## config.mk

```make
export PLATFORM = sky130hd
export DESIGN_NAME = dotfetch_pipe
export DESIGN_NICKNAME = d
export VERILOG_FILES = /design/src/rtl/dotfetch_pipe.sv
export SDC_FILE = /design/constraint.sdc
export NUM_CORES = 1
export LEC_CHECK = 0
export CAP_MARGIN = 15
export CORE_MARGIN = 3
export CORE_UTILIZATION = 45
export DETAILED_ROUTE_END_ITERATION = 7
export DONT_BUFFER_PORTS = 1
export HOLD_SLACK_MARGIN = 0.08
export REMOVE_ABC_BUFFERS = 1
export SKIP_CTS_REPAIR_TIMING = 1
export SLEW_MARGIN = 25
export SYNTH_ARGS = -nofsm -noshare
export SYNTH_HDL_FRONTEND = slang
export SYNTH_SLANG_ARGS = --single-unit
```

## constraint.sdc

```tcl
create_clock -name CLK_108MHz -period 3.64 [get_ports CLK_108MHz]
set_input_delay 0.728 -clock CLK_108MHz [delete_from_list [all_inputs] [get_ports CLK_108MHz]]
set_output_delay 0.728 -clock CLK_108MHz [all_outputs]
set_load 0.005 [all_outputs]
```

## src/rtl/dotfetch_pipe.sv

```systemverilog
// Character-cell fetch stage: one text-RAM read per cell, sideband delayed to
// match RAM latency, fetched word held for the cell, blink phase and cursor hit.
module dotfetch_pipe #(
  parameter int ADDR_W       = 16,
  parameter int DATA_W       = 16,
  parameter int CHAR_W       = 8,
  parameter int HCTR_W       = 3,
  parameter int VCTR_W       = 3,
  parameter int RAM_LAT      = 1,
  parameter int BLINK_FRAMES = 16
) (
  input  logic                     CLK_108MHz,
  input  logic                     reset,
  input  logic                     hsync_in,
  input  logic                     vsync_in,
  input  logic                     de_in,
  input  logic [HCTR_W-1:0]        hctr_in,
  input  logic [VCTR_W-1:0]        vctr_in,
  input  logic [ADDR_W-1:0]        address_in,
  input  logic [ADDR_W-1:0]        cursor_addr,
  input  logic                     cursor_en,
  input  logic [VCTR_W-1:0]        cursor_start,
  input  logic [VCTR_W-1:0]        cursor_end,
  output logic                     hsync_out,
  output logic                     vsync_out,
  output logic                     de_out,
  output logic [HCTR_W-1:0]        hctr_out,
  output logic [VCTR_W-1:0]        vctr_out,
  output logic [CHAR_W-1:0]        character_out,
  output logic [DATA_W-CHAR_W-1:0] color_out,
  output logic                     blink_out,
  output logic                     cursor_out,
  output logic [ADDR_W-1:0]        addr,
  output logic                     ena,
  output logic                     wena,
  output logic [DATA_W-1:0]        wdata,
  input  logic [DATA_W-1:0]        rdata
);

  if (RAM_LAT < 1 || RAM_LAT > 4) begin : g_bad_ram_lat
    $error("dotfetch_pipe: RAM_LAT must be in 1..4");
  end
  if (BLINK_FRAMES < 1 || BLINK_FRAMES > 255) begin : g_bad_blink
    $error("dotfetch_pipe: BLINK_FRAMES must be in 1..255");
  end

  // Sideband word layout: {cursor, fetch, hsync, vsync, de, hctr, vctr}
  localparam int HC_LO = VCTR_W;
  localparam int DE_B  = HCTR_W + VCTR_W;
  localparam int VS_B  = DE_B + 1;
  localparam int HS_B  = DE_B + 2;
  localparam int FE_B  = DE_B + 3;
  localparam int CU_B  = DE_B + 4;
  localparam int SB_W  = DE_B + 5;
  localparam logic [7:0] BLINK_LAST = 8'(BLINK_FRAMES - 1);

  logic              fetch;
  logic              cursor_hit;
  logic [SB_W-1:0]   sb_in;
  logic [SB_W-1:0]   dly_q [RAM_LAT+1];
  logic [DATA_W-1:0] word_q, word_d;
  logic              vsync_q;
  logic              vs_rise;
  logic [7:0]        frame_q, frame_d;
  logic              blink_q, blink_d;
  logic              wena_q;
  logic [DATA_W-1:0] wdata_q;

  assign addr  = address_in;
  assign fetch = de_in && (hctr_in == '0);
  assign ena   = fetch;

  // An inverted line range never matches, so no extra start<=end test is needed.
  assign cursor_hit = cursor_en && (address_in == cursor_addr) &&
                      (vctr_in >= cursor_start) && (vctr_in <= cursor_end) && blink_q;

  assign sb_in = {cursor_hit, fetch, hsync_in, vsync_in, de_in, hctr_in, vctr_in};

  always_ff @(posedge CLK_108MHz or posedge reset) begin
    if (reset) begin
      for (int i = 0; i <= RAM_LAT; i++) dly_q[i] <= '0;
    end else begin
      dly_q[0] <= sb_in;
      for (int i = 1; i <= RAM_LAT; i++) dly_q[i] <= dly_q[i-1];
    end
  end

  // Stage RAM_LAT-1 lines up with the cycle rdata answers that request.
  always_comb begin
    word_d = word_q;
    if (dly_q[RAM_LAT-1][FE_B])      word_d = rdata;
    else if (!dly_q[RAM_LAT-1][DE_B]) word_d = '0;
  end

  assign vs_rise = vsync_in && !vsync_q;

  always_comb begin
    frame_d = frame_q;
    blink_d = blink_q;
    if (vs_rise) begin
      if (frame_q == BLINK_LAST) begin
        frame_d = '0;
        blink_d = !blink_q;
      end else begin
        frame_d = frame_q + 8'd1;
      end
    end
  end

  always_ff @(posedge CLK_108MHz or posedge reset) begin
    if (reset) begin
      word_q  <= '0;
      vsync_q <= 1'b0;
      frame_q <= '0;
      blink_q <= 1'b0;
      wena_q  <= 1'b0;
      wdata_q <= '0;
    end else begin
      word_q  <= word_d;
      vsync_q <= vsync_in;
      frame_q <= frame_d;
      blink_q <= blink_d;
      wena_q  <= 1'b0;
      wdata_q <= '0;
    end
  end

  assign hsync_out     = dly_q[RAM_LAT][HS_B];
  assign vsync_out     = dly_q[RAM_LAT][VS_B];
  assign de_out        = dly_q[RAM_LAT][DE_B];
  assign hctr_out      = dly_q[RAM_LAT][DE_B-1:HC_LO];
  assign vctr_out      = dly_q[RAM_LAT][HC_LO-1:0];
  assign cursor_out    = dly_q[RAM_LAT][CU_B];
  assign character_out = word_q[CHAR_W-1:0];
  assign color_out     = word_q[DATA_W-1:CHAR_W];
  assign blink_out     = blink_q;
  assign wena          = wena_q;
  assign wdata         = wdata_q;

endmodule

```

Yosys cells after proc, flatten, opt, wreduce, memory -nomap -nowiden
Cells that the tools add are included.
{ "word_totals": {"register_bits": 48, "input_bits": 66, "out_inout_bits": 61, "wordCells": 25} }
{ "op_classes": {"addsub": 1, "n_lt_le_gt_ge": 2, "n_eq_ne": 3, "muxes": 3, "n_reduce_logical": 10} }
{ "op_table": {"columns": ["op", "n"], "rows": [
  ["$mux W16", 2],
  ["$eq A16 B16 Y1", 1],
  ["$add A8 B1 Y8 const B", 1],
  ["$eq A8 B4 Y1 const B", 1],
  ["$mux W8", 1],
  ["$logic_and A1 B1 Y1", 6],
  ["$ge A3 B3 Y1", 1],
  ["$le A3 B3 Y1", 1],
  ["$logic_not A3 Y1", 1],
  ["$logic_not A1 Y1", 2],
  ["$ne A2 B1 Y1 const B", 1],
  ["$reduce_and A2 Y1", 1]
]} }

Depth between registers and ports, before layout
Gate-level depths: netlist of the first run.
{ "logic_depth": {"ltp_word": 5, "depth_mapped": 6, "ltp_nobuf": 6} }

Worst setup path after synthesis of the first run
OpenSTA, ideal clock, no wires.
{ "synth_timing": {"kind": "input port to flip-flop", "start": "in vctr_in[0]", "end": "reg dly_q[21] in the netlist's numbering", "setup_ns": 0.080, "arrival_ns": 1.829, "required_time_ns": 3.560, "slack_ns": 1.730, "stages": 6, "n_path_buf": 0, "cell_sequence": "inv_1 ha_1 nand2b_1 a211oi_1 or4_1 nor3_2"} }
{ "synth_between": {"elab_chain_len": 4, "word_cells_on_any_way": 5, "cone_classes": "2 x order compare; 3 x reduce/logical"} }
{ "synth_rtl": {"columns": ["element", "line", "text"], "rows": [
  ["start, declared", "18", "input logic [VCTR_W-1:0] vctr_in,"],
  ["$ge A3 B3 Y1", "75", "(vctr_in >= cursor_start) && (vctr_in <= cursor_end) && blink_q;"],
  ["$logic_and A1 B1 Y1", "74", "assign cursor_hit = cursor_en && (address_in == cursor_addr) &&"],
  ["$logic_and A1 B1 Y1 (*) (2 in a row)", "75", null],
  ["via cursor_hit", "58", "logic cursor_hit;"],
  ["end, declared", "60", "logic [SB_W-1:0] dly_q [RAM_LAT+1];"]
]} }
Mark *: on every way through the listed nets, which the timed path passes. The rest lies on a longest branch.
A chain may end at the register's enable or synchronous reset.

Worst setup path after layout of the first run
{ "layout_timing": {"start": "in hctr_in[1]", "end": "out ena"} }
{ "layout_between": {"elab_chain_len": 2} }
{ "layout_rtl": {"columns": ["element", "line", "text"], "rows": [
  ["start, declared", "17", "input logic [HCTR_W-1:0] hctr_in,"],
  ["$logic_not A3 Y1", "70", "assign fetch = de_in && (hctr_in == '0);"],
  ["$logic_and A1 B1 Y1", "70", null],
  ["end, declared", "34", "output logic ena,"]
]} }
No other way between the ends.

==> results of run 1 <==
-- where the power goes --
group          internal (mW)  total [mW]  switching [mW]
clock                  0.153       0.306           0.153
sequential             0.548       0.584          0.0359
combinational         0.0418      0.0902          0.0484
total                  0.743       0.981           0.237
-- cell families (layout without fill, tap and decap cells) --
kind of cell	Yosys count	after routing	share of synthesized area [%]
AND/OR/NAND/NOR	45	45	10.3
other	1	17	0.174
buffers and inverters	50	15	15.5
AO/OA/AOI/OAI	24	24	7.77
adder cells (fa/ha/maj)	7	7	4.06
flip-flops	46	46	53.3
XOR/XNOR	22	22	8.93
-- final timing paths --
| check | startpoint | to | slack, ps |
|---|---|---|---|
| setup / recovery | hctr_in[1] | ena | 1700 |
| hold / removal | dly_q[12] | vctr_out[1] | 350 |
| setup reg to reg | frame_q[4] | blink_out | 2190 |
| hold reg to reg | dly_q[12] | vctr_out[1] | 350 |
| max in group asynchronous | reset | word_q[0] | 2750 |
| min in group asynchronous | reset | dly_q[18] | 420 |
-- placed cells by master (no fill, tap or decap), drive strengths merged --
cell and count:
inv 6, a32oi 1, xnor2 15, a21o 2, nor2b 3, ha 7
nor4b 1, or4 1, o2111ai 1, nand2b 2, clkbuf 7, nor2 2
nor3 3, clkinv 2, a21oi 1, dfrtp 46, nand4 5, a22o 8
xor2 7, nor4 2, conb 17, o21ai 9, and3 2, nand2 24
a211oi 2
-- worst register-to-register path, cell delays in order, from the launching register on --
cell and delay, ps:
sky130_fd_sc_hd__dfrtp_1 430, sky130_fd_sc_hd__nor4_1 500, sky130_fd_sc_hd__and3_1 300, sky130_fd_sc_hd__xor2_1 150
-- layer usage --
metal | up-vias | part of all wire [%] | GRT usage [%]
met2 | 97 | 55 | 24.2
li1 | 548 | - | -
met3 | 15 | 9.6 | 2.80
met4 | 0 | 2.9 | 9.51
met1 | 551 | 33 | 11.1
met5 | - | 0 | 0
-- through the flow --
| stage | cell area [um2] | utilization (%) | std cells | hold WS [ps] |
|---|---|---|---|---|
| floorplan | 1910 | - | 168 | 331 |
| global placement | 1980 | 43.9 | 220 | 332 |
| detailed placement | 1980 | 43.9 | 220 | 335 |
| CTS | 2070 | 45.9 | 228 | 353 |
| global route | 2070 | 45.9 | 228 | 361 |
| finish | 2070 | 45.9 | 228 | 352 |
-- final cells by class --
cell class	instances	area, um2
Fill cell	433	2440
Sequential cell	46	1150
Multi-Input combinational cell	115	733
Clock buffer	7	86.3
Tap cell	52	65.1
Inverter	7	27.5
Clock inverter	1	5.00
-- cell usage after synthesis (all sizes together) --
master,number,share of area (%)
nor3,3,0.93
conb,1,0.17
o2111ai,1,0.41
a21o,2,0.70
xor2,7,2.8
a22o,8,3.2
a211oi,2,0.70
dfrtp,46,53
clkbuf,4,0.70
nor4,2,0.58
nand2b,2,0.58
xnor2,15,6.1
a21oi,1,0.23
o21ai,9,2.1
nand2,24,4.2
ha,7,4.1
nor4b,1,0.41
inv,7,1.2
nand4,5,1.4
buf,39,14
nor2b,3,0.87
a32oi,1,0.41
or4,1,0.35
and3,2,0.58
nor2,2,0.35
-- state kept, by name (all words and copies together) (netlist names), 3 cells and up --
register / flops
frame_q: 8
hctr_out: 3
vctr_out: 3
word_q: 16
dly_q: 11
==> impl_metrics.prom, run 1 <==
# TYPE chip_impl_metric gauge
chip_impl_metric{name="preCtsSetupSlack",unit="ps"} 1640
chip_impl_metric{name="clock_buffers_created_by_tritoncts",unit=""} 5
chip_impl_metric{name="clock.fmax",unit="GHz"} 0.516
chip_impl_metric{name="buffer_ports.inserted",unit=""} 0
chip_impl_metric{name="worst-endpoint-required",unit="ps"} 2910
chip_impl_metric{name="setup_viol",unit=""} 0
chip_impl_metric{name="drv_cap",unit=""} 0
chip_impl_metric{name="remaining_drc_errors",unit=""} 0
chip_impl_info{name="critPathSlowestCell",value="sky130_fd_sc_hd__nor4b_1"} 1
chip_impl_metric{name="wire_length_of_the_first_global_routing_pass",unit="um"} 5260
chip_impl_info{name="clock_tree_from_tritoncts",value="yes"} 1
chip_impl_metric{name="detailed_router_s_first_iteration_violation_count",unit=""} 18
chip_impl_metric{name="tightest_slew",unit="ps"} 754
chip_impl_metric{name="place_congestion",unit=""} 0.792
chip_impl_metric{name="timing.critical_path.fanout_max",unit=""} 2
chip_impl_metric{name="clock_sinks",unit=""} 46
chip_impl_info{name="worstPathCellList",value="nor4b_1"} 1
chip_impl_info{name="critical_path.endpoint_type",value="primary output"} 1
chip_impl_metric{name="via_per_inst",unit=""} 5.31
chip_impl_metric{name="critical_path_cell_count",unit=""} 1
chip_impl_metric{name="fin_tns_setup",unit="ps"} 0
chip_impl_metric{name="placeableCoreArea",unit="um2"} 4500
chip_impl_metric{name="clock_latency",unit="ps"} 290
chip_impl_metric{name="portion_of_the_clock_cycle_consumed_by_the_worst_path_in_the_final_layout",unit="%"} 53.3
chip_impl_metric{name="min_period",unit="ps"} 1940
chip_impl_metric{name="clock_skew",unit="ps"} 4.86
chip_impl_info{name="rsz_0062_raised_after_global_routing",value="no"} 1
chip_impl_metric{name="hold_depth",unit=""} 0
chip_impl_metric{name="pin_count",unit=""} 127
chip_impl_metric{name="die_area",unit="um2"} 5660
chip_impl_metric{name="row_cnt",unit=""} 24
chip_impl_info{name="cpLargestDelayFamily",value="simple AND/OR/NAND/NOR gates"} 1
chip_impl_metric{name="crit_path_max_cell_delay",unit="ps"} 480
chip_impl_metric{name="drtAntennaViolNets",unit=""} 0
chip_impl_metric{name="first_global_vias",unit=""} 1216
chip_impl_metric{name="global_route.usage.total",unit="%"} 12.6
chip_impl_info{name="clock-root-buffer",value="sky130_fd_sc_hd__clkbuf_8"} 1
chip_impl_metric{name="post-route-worst-setup-slack",unit="ps"} 1700
chip_impl_metric{name="ys_warn_count",unit=""} 0
chip_impl_metric{name="timing.critical_path.buf_inv",unit=""} 0
chip_impl_metric{name="slew_viol_final",unit=""} 0
chip_impl_metric{name="synthDistinctLibCells",unit=""} 26
chip_impl_metric{name="power.ir.vdd_worst",unit="V"} 0.000140
chip_impl_metric{name="chipWidth",unit="um"} 75.3
chip_impl_metric{name="max-clock-path-buffers",unit=""} 2
chip_impl_metric{name="avgRoutedWirePerCell",unit="um"} 16.4
chip_impl_metric{name="power.leakage",unit="nW"} 0.969
chip_impl_metric{name="report.final.hold_viol_count",unit=""} 0
chip_impl_metric{name="n_diodes",unit=""} 0
chip_impl_metric{name="synth.cell_area",unit="um2"} 2160
chip_impl_metric{name="cellPowerDensity",unit="nW/um2"} 474
chip_impl_metric{name="netlist_instances",unit=""} 195
chip_impl_metric{name="cts-htree-levels",unit=""} 2
chip_impl_info{name="cp-start-kind",value="input port"} 1
chip_impl_metric{name="dp_hpwl",unit="um"} 3010
chip_impl_metric{name="final_wirelength",unit="um"} 3730
chip_impl_metric{name="largest_net_degree_at_the_start_of_global_routing",unit=""} 47
chip_impl_metric{name="syn_area_per_cell",unit="um2"} 11.1
chip_impl_metric{name="r2r.worst_path.cells",unit=""} 3
chip_impl_metric{name="clkSlewWorstSetupHoldPaths",unit="ps"} 80
chip_impl_metric{name="die_height",unit="um"} 75.3
chip_impl_metric{name="synth-seq-area-share",unit="%"} 53.3
chip_impl_metric{name="globalRoute.totalOverflow",unit=""} 0
chip_impl_metric{name="layout-drive-gt1-share",unit="%"} 5.11
chip_impl_metric{name="total_power",unit="uW"} 981
chip_impl_metric{name="synth.ff_latch_count",unit=""} 46
chip_impl_info{name="worst_hold_path_type",value="reg2reg"} 1
chip_impl_metric{name="dr.pass1.iters",unit=""} 4
chip_impl_metric{name="flow.area_growth_from_synthesis",unit="%"} -4.17
chip_impl_metric{name="fin_nets",unit=""} 248
chip_impl_metric{name="worst_ep_arrival_time",unit="ps"} 1210
chip_impl_metric{name="vias",unit=""} 1211
chip_impl_info{name="outcome",value="finished, final reports clean"} 1
chip_impl_metric{name="start_util",unit="%"} 47.9
chip_impl_info{name="timing.setup.critical_path_class",value="in2out"} 1
chip_impl_metric{name="initial_antenna_violation_count",unit=""} 0
chip_impl_metric{name="maxSlewHeadroom",unit="%"} 49.6
No activity file was read; power rests on OpenSTA's default activity.
==> inputs of run 2 (changes only) <==
==> constraint.sdc (replaced) <==
create_clock -name CLK_108MHz -period 1.9 [get_ports CLK_108MHz]
set_input_delay 0.38 -clock CLK_108MHz [delete_from_list [all_inputs] [get_ports CLK_108MHz]]
set_output_delay 0.38 -clock CLK_108MHz [all_outputs]
set_load 0.005 [all_outputs]
==> run 2 against run 1 <==
Compared with the run above: sequential share of layout area decreased by 2.3 points; flip-flop and latch count unchanged; cell count increased by 3.9%; worst setup slack got worse by 1200 ps; routed wire length increased by 5.5%; final area increased by 4.2%; via count increased by 5.1%; global-route usage increased by 0.84 points; non-clock buffer count increased by 9; power increased by 94%; largest cell class unchanged; largest power group unchanged.
==> impl_metrics.prom, run 2 (synthesis results as in run 1) <==
# TYPE chip_impl_metric gauge
chip_impl_info{name="outcome",value="finished, final reports clean"} 1
chip_impl_metric{name="chipWidth",unit="um"} 75.3
chip_impl_metric{name="wire_length_of_the_first_global_routing_pass",unit="um"} 5580
chip_impl_metric{name="global_route.usage.total",unit="%"} 13.4
chip_impl_metric{name="fin_tns_setup",unit="ps"} 0
chip_impl_info{name="registers.top_by_ff_count",value="word_q"} 1
chip_impl_metric{name="placed_cell_area",unit="um2"} 1990
chip_impl_metric{name="fin_nets",unit=""} 257
chip_impl_info{name="mostFrequentLayoutCell",value="sky130_fd_sc_hd__dfrtp_1"} 1
chip_impl_metric{name="clock_buffers_created_by_tritoncts",unit=""} 5
chip_impl_metric{name="detailed_router_s_first_iteration_violation_count",unit=""} 15
chip_impl_metric{name="largest_net_degree_at_the_start_of_global_routing",unit=""} 47
chip_impl_metric{name="drtAntennaViolNets",unit=""} 0
chip_impl_metric{name="globalRoute.totalOverflow",unit=""} 0
chip_impl_metric{name="tightest_slew",unit="ps"} 568
chip_impl_metric{name="remaining_drc_errors",unit=""} 0
chip_impl_metric{name="buffer_ports.inserted",unit=""} 0
chip_impl_metric{name="start_util",unit="%"} 47.9
chip_impl_metric{name="die_height",unit="um"} 75.3
chip_impl_metric{name="avgRoutedWirePerCell",unit="um"} 16.6
chip_impl_metric{name="seqCellArea",unit="um2"} 1150
chip_impl_info{name="cp-start-kind",value="register"} 1
chip_impl_metric{name="initial_antenna_violation_count",unit=""} 0
chip_impl_metric{name="clock_skew",unit="ps"} 6.00
chip_impl_metric{name="via_per_inst",unit=""} 5.37
chip_impl_metric{name="flow.area_growth_from_synthesis",unit="%"} -0.116
chip_impl_metric{name="portion_of_the_clock_cycle_consumed_by_the_worst_path_in_the_final_layout",unit="%"} 76.0
chip_impl_metric{name="placeableCoreArea",unit="um2"} 4500
chip_impl_metric{name="clock_latency",unit="ps"} 290
chip_impl_metric{name="layout-drive-gt1-share",unit="%"} 6.49
chip_impl_metric{name="slew_viol_final",unit=""} 0
chip_impl_metric{name="final_wirelength",unit="um"} 3940
chip_impl_metric{name="setup_viol",unit=""} 0
chip_impl_metric{name="worst-endpoint-required",unit="ps"} 2120
chip_impl_metric{name="row_cnt",unit=""} 24
chip_impl_metric{name="drv_cap",unit=""} 0
chip_impl_info{name="rsz_0062_raised_after_global_routing",value="no"} 1
chip_impl_metric{name="power.leakage",unit="nW"} 1.01
chip_impl_metric{name="place_congestion",unit=""} 0.708
chip_impl_metric{name="min_period",unit="ps"} 1440
chip_impl_metric{name="die_area",unit="um2"} 5660
chip_impl_metric{name="power.ir.vdd_worst",unit="V"} 0.000290
chip_impl_metric{name="report.final.hold_viol_count",unit=""} 0
chip_impl_metric{name="max-clock-path-buffers",unit=""} 2
chip_impl_metric{name="timing.critical_path.fanout_max",unit=""} 6
chip_impl_metric{name="dp_hpwl",unit="um"} 3070
chip_impl_metric{name="vias",unit=""} 1273
chip_impl_info{name="top_regs",value="word_q (16), dly_q (11), frame_q (8)"} 1
chip_impl_metric{name="n_diodes",unit=""} 0
chip_impl_metric{name="pin_count",unit=""} 127
chip_impl_info{name="clock_tree_from_tritoncts",value="yes"} 1
chip_impl_metric{name="dr.pass1.iters",unit=""} 3
chip_impl_metric{name="largest_register_ff_count",unit=""} 16
chip_impl_metric{name="maxSlewHeadroom",unit="%"} 61.6
chip_impl_metric{name="first_global_vias",unit=""} 1280
chip_impl_metric{name="cellPowerDensity",unit="nW/um2"} 884
chip_impl_metric{name="layout.cell_area.non_filler",unit="um2"} 2160
chip_impl_metric{name="cts-htree-levels",unit=""} 2
chip_impl_info{name="clock-root-buffer",value="sky130_fd_sc_hd__clkbuf_8"} 1
chip_impl_metric{name="clock_sinks",unit=""} 46
chip_impl_info{name="final_cell_mix",value="46 x sky130_fd_sc_hd__dfrtp_1, 24 x sky130_fd_sc_hd__nand2_1, 17 x sky130_fd_sc_hd__conb_1, 15 x sky130_fd_sc_hd__xnor2_1, 9 x sky130_fd_sc_hd__o21ai_0"} 1
chip_impl_metric{name="clock.fmax",unit="GHz"} 0.692
chip_impl_info{name="worst_hold_path_type",value="in2async"} 1
chip_impl_metric{name="multi_input_area",unit="um2"} 733
chip_impl_info{name="timing.setup.critical_path_class",value="reg2reg"} 1
chip_impl_info{name="critical_path.endpoint_type",value="register"} 1
chip_impl_metric{name="worst_ep_arrival_time",unit="ps"} 1670
chip_impl_metric{name="clkSlewWorstSetupHoldPaths",unit="ps"} 80
chip_impl_metric{name="layout.filler_cells",unit=""} 416
run 2: layout make-up:
| class | count | area share (%) |
|---|---|---|
| Sequential cell | 46 | 53.4 |
| Multi-Input combinational cell | 115 | 34.0 |
| Timing Repair Buffer | 9 | 3.95 |
| Clock buffer | 6 | 3.83 |
| Tap cell | 52 | 3.02 |
| Inverter | 7 | 1.22 |
| Clock inverter | 2 | 0.580 |
run 2: worst paths after layout:
check                           depth (start not counted)           to  startpoint  slack, ps
worst min-delay path                                    2   frame_q[2]       reset         90
worst max-delay path                                    3    blink_out  frame_q[4]        460
max in group asynchronous                               2  hctr_out[0]       reset       1410
min in group CLK_108MHz                                 0    dly_q[18]    vsync_in        110
worst min register to register                          0  vctr_out[0]   dly_q[11]        350
worst max register to register                          3    blink_out  frame_q[4]        460
run 2: layer usage:
metal	share of wire [%]	vias to the layer above	track usage, %
met5	0	-	0
met4	2.4	0	7.57
met3	12	12	4.94
met2	55	98	26.4
met1	31	595	11.2
li1	-	568	-
run 2: stage by stage:
step	setup slack, ps	hold slack, ps	power [mW]	utilization [%]	cells
finish	455	92.6	1.91	47.9	237
floorplan	338	331	1.26	-	168
CTS	462	93.0	1.93	46.3	230
global placement	304	333	1.30	44.2	222
detailed placement	265	335	1.32	44.2	222
global route	336	80.8	2.03	47.9	237
run 2: where the power goes:
part	switching (mW)	internal, mW
clock network	0.307	0.292
logic	0.0973	0.0924
registers	0.0666	1.05
run 2: critical path: stages (launching register included):
cell and delay (ps):
sky130_fd_sc_hd__dfrtp_1 440, sky130_fd_sc_hd__nor4_1 500, sky130_fd_sc_hd__and3_1 290, sky130_fd_sc_hd__xor2_1 150
==> edit 1, RTL diff (settings of run 2) <==
Take the reset off `word_q` and load it in a clocked block of its own.
--- a/src/rtl/dotfetch_pipe.sv
+++ b/src/rtl/dotfetch_pipe.sv
@@ -109,20 +109,22 @@
 
   always_ff @(posedge CLK_108MHz or posedge reset) begin
     if (reset) begin
-      word_q  <= '0;
       vsync_q <= 1'b0;
       frame_q <= '0;
       blink_q <= 1'b0;
       wena_q  <= 1'b0;
       wdata_q <= '0;
     end else begin
-      word_q  <= word_d;
       vsync_q <= vsync_in;
       frame_q <= frame_d;
       blink_q <= blink_d;
       wena_q  <= 1'b0;
       wdata_q <= '0;
     end
+  end
+
+  always_ff @(posedge CLK_108MHz) begin
+    word_q <= word_d;
   end
 
   assign hsync_out     = dly_q[RAM_LAT][HS_B];
Check against the original RTL: differs if reset is asserted again (counterexample within 4 cycles, from zero or initial values and one cycle with reset high); with reset held inactive, the same outputs for 10 cycles.
==> edit 1 against run 2 <==
  * Worst hold slack better by 0.016 ns
  * Synthesized area is 0.12% higher
  * Total power grew 0.43%
  * Wire length decreased by 5.5%
  * First-iteration DRC count rose to 2.6 times the old value
  * Largest power group unchanged
  * Cell area down 0.70%
  * Setup slack got worse by 0.0064 ns
  * Sequential cell count unchanged
==> edit 1: results (changes against run 2) <==
[outcome]
status = finished, final reports clean

[finish]
final_nets = 237  ; -7.8%
nMultiInputCombCells = 96  ; -17%
non_clock_buffer_area_share = 0.03039  ; -0.009074
fillers = 405  ; -2.6%
buffers = 7  ; -2
drive_gt1_frac = 0.06667  ; +0.001802
multi_input_area_um2 = 659.4  ; -10%
sh_seq_area = 0.5751  ; +0.04115
final-clk-cell-share = 0.04208  ; -0.002028
register_area_um2 = 1231  ; +7.0%
inverters = 8  ; +1

[synth]
yosysUniqueCellTypes = 28  ; +7.7%
synth-seq-area-share = 0.5698  ; +0.03644
synth_async_sr_flop_share = 0.6522  ; -0.3478
syn_avg_cell_area_um2 = 12.35  ; +12%
synth_common_cells = buf_4 (39), dfrtp_1 (30), and2_1 (17), edfxtp_1 (16), xnor2_1 (14)
synth_edf_count = 16  ; +16

[route]
wl_met2_um = 2107  ; -2.6%
dr.pass1.iters = 4  ; +1
avgRoutedWirePerCell_um = 17.14  ; +3.2%
drt_iter0_drc = 39  ; +24
wl_met3_um = 418  ; -9.9%
vias = 1126  ; -12%

[min_path]
worstHoldPathType = in2reg

[place]
dp_hpwl_um = 2975  ; -3.2%
place_ws_ns = 0.2724  ; +0.007447 ns
gp_congestion = 0.7082  ; about the same
dp_cells = 204  ; -8.1%

[timing]
skew_ns = 0.006026  ; +0.00003031 ns
max_slew.worst_pin.slew_ns = 0.5892  ; +0.02090 ns
hold_ws_ns = 0.1090  ; +0.01642 ns
setup_viol = 0  ; unchanged

[grt]
met3_usage = 0.05013  ; +0.0007327
grt_max_degree = 31  ; -34%
use_met2 = 0.2493  ; -0.01474
grt_pass1_vias = 1160  ; -9.4%
track_usage = 0.1315  ; -0.002557
grt_use_met1 = 0.1212  ; +0.009120

[setup_path]
reg2reg_depth = 4  ; +1
r2r-end = frame_q[7]
cp_max_fo = 7  ; +1
r2r-start = dly_q[18]

[power]
pg_clk_uw = 569  ; -5.0%
p_per_area_nw_per_um2 = 894.0  ; +1.1%
power.leakage_uw = 0.0009746  ; -3.3%
switchingPower_uw = 468.1  ; -0.57%

[die]
die_w_um = 75.30  ; about the same

-- edit 1: cell types whose count changed after synthesis, sizes merged, moves of 7 or more --
| cell | run 2 | this run |
|---|---|---|
| o21ai | 9 | 2 |
| edfxtp | 0 | 16 |
| nand2 | 24 | 4 |
| a22o | 8 | 0 |
| dfrtp | 46 | 30 |
| and2 | 0 | 17 |
-- edit 1: logic make-up (layout without fill, tap and decap cells) --
family,count (synthesis),after routing,share of synthesized area
buffers and inverters,49,23,0.1529
multiplexers,2,2,0.009265
AO/OA/AOI/OAI,6,6,0.01969
adder cells (fa/ha/maj),7,7,0.04053
other,1,17,0.001735
flip-flops,46,46,0.5698
AND/OR/NAND/NOR,42,42,0.1170
XOR/XNOR,22,22,0.08917
-- edit 1: worst max-delay path, cell delays in order (launching register included) --
cell	delay [ns]
dfrtp_1	0.39
nor2b_1	0.36
and4_1	0.28
and4_1	0.21
xor2_1	0.14
==> edit 2, RTL diff (settings of run 2) <==
Without the edit above. Set the parameter `HCTR_W` to 6 (it was 3).
--- a/src/rtl/dotfetch_pipe.sv
+++ b/src/rtl/dotfetch_pipe.sv
@@ -4,7 +4,7 @@
   parameter int ADDR_W       = 16,
   parameter int DATA_W       = 16,
   parameter int CHAR_W       = 8,
-  parameter int HCTR_W       = 3,
+  parameter int HCTR_W       = 6,
   parameter int VCTR_W       = 3,
   parameter int RAM_LAT      = 1,
   parameter int BLINK_FRAMES = 16
Interface: changed (resized hctr_in and hctr_out); port bits go from 127 to 133. The function was not compared with the original's and may differ.
==> edit 2 against run 2 <==
  * Wire length increased by 6.0%
  * Count of clock-buffer cells in the layout unchanged
  * Cell area increased by 5.0%
  * Total power increased by 5.3%
  * Highest routed layer unchanged
  * Critical path type is now in2out
  * Via count decreased by 0.86%
  * Register-to-register slack got worse by 0.04 ns
  * Sequential cell count increased by 6
  * Largest power group unchanged
  * Synthesized area increased by 7.2%
  * Setup slack got worse by 0.35 ns
  * Synthesized cell count decreased by 1.5%
  * Clock power about the same
  * Final cell count increased by 2.1%
==> edit 2: results (changes against run 2) <==
[outcome]
status = finished, final reports clean

[min_path]
worstHoldPathType = in2reg

[route]
avgRoutedWirePerCell_um = 17.25  ; +3.8%
dr.pass1.iters = 4  ; +1
vias = 1262  ; -0.86%
drt_iter0_drc = 25  ; +10
wirelength_um = 4174  ; +6.0%

[synth]
yosysUniqueCellTypes = 28  ; +7.7%
ys_top_cells_by_area = dfrtp_1 (56%), buf_4 (14%), xnor2_1 (5.7%)
syn_inst = 192  ; -1.5%
synth-seq-area-share = 0.5625  ; +0.02913

[place]
gp_congestion = 0.7509  ; +6.0%
dp_hpwl_um = 3366  ; +9.5%
dp_cells = 233  ; +5.0%

[setup_path]
ff2ff_setup_slack_ns = 0.42  ; -0.04 ns
cpPeakStageDelay_ns = 0.67  ; +0.17 ns
crit_slowest_cell = or4b_2
cp.arrival_ns = 1.41  ; -0.26 ns

[grt]
grt_max_degree = 34  ; -28%
grt_first_pass_wirelength_um = 6858  ; +23%
track_usage = 0.1447  ; +0.01057

[timing]
skew_ns = 0.01172  ; +0.005721 ns
slew-limit-headroom = 0.3936  ; -0.2222

[power]
ir_drop_v = 0.0002866  ; -1.3%
power.leakage_uw = 0.001061  ; +5.3%

[finish]
drive_gt1_frac = 0.07429  ; +0.009421
final_nets = 250  ; -2.7%

==> edit 2: kinds of logic after synthesis <==
logic type / after synthesis / share of synthesized area
AOI/OAI and AO/OA: 24 / 0.08220
xor gates and xnor gates: 22 / 0.08329
adders and majority gates: 7 / 0.03786
buffers and inverters: 52 / 0.1531
DFF: 52 / 0.5625
other: 1 / 0.001621
and+or+nand+nor: 34 / 0.07950
==> edit 2: area by class of cell <==
cell class	instances	area [um^2]
sequential	52	1301
timing repair buffer	4	45.04
inverter	7	26.28
fill	452	2585
clock inverter	2	16.27
clock buffer	6	72.57
multi-input combinational	104	718.2
tap	67	83.83
==> edit 2: worst register-to-register path: cells and delay by family (launching register included) <==
family                    cells  cell delay [ns]
xor gates and xnor gates      1             0.16
DFF                           1             0.44
and+or+nand+nor               2             0.80
==> edit 2: how the worst max path moves through the flow <==
| stage | startpoint | endpoint | slack [ns] | cells after the start |
|---|---|---|---|---|
| 2_1_floorplan | hctr_in[2] | ena | 0.20 | 2 |
| 3_3_place_gp | hctr_in[2] | ena | 0.14 | 3 |
| 3_5_place_dp | hctr_in[2] | ena | 0.12 | 3 |
| 4_1_cts | hctr_in[2] | ena | 0.11 | 3 |
| 5_1_grt | hctr_in[2] | ena | 0.09 | 3 |
| 6_report | hctr_in[2] | ena | 0.11 | 3 |
==> edit 2: power by group <==
part / switching, uW / internal (uW)
clock: 337 / 262
sequential: 59.4 / 1170
combinational: 91.3 / 81.2
total: 488 / 1520
==> edit 2: stage by stage <==
step	cell area [um^2]	setup slack [ns]	utilization	hold WS, ns
final	2263	0.1085	0.4668	0.1071
after global routing	2263	0.08780	0.4668	0.08125
after CTS	2253	0.1082	0.4648	-0.03442
after detailed placement	2165	0.1158	0.4465	0.2962
after global placement	2165	0.1422	0.4465	0.2935
after floorplan	2046	0.2042	-	0.3312
==> edit 2: layer usage <==
metal | GRT usage | wire, um
met5 | 0 | 0
met4 | 0.04982 | 62
met1 | 0.1619 | 1487
met2 | 0.2509 | 2157
met3 | 0.05452 | 467
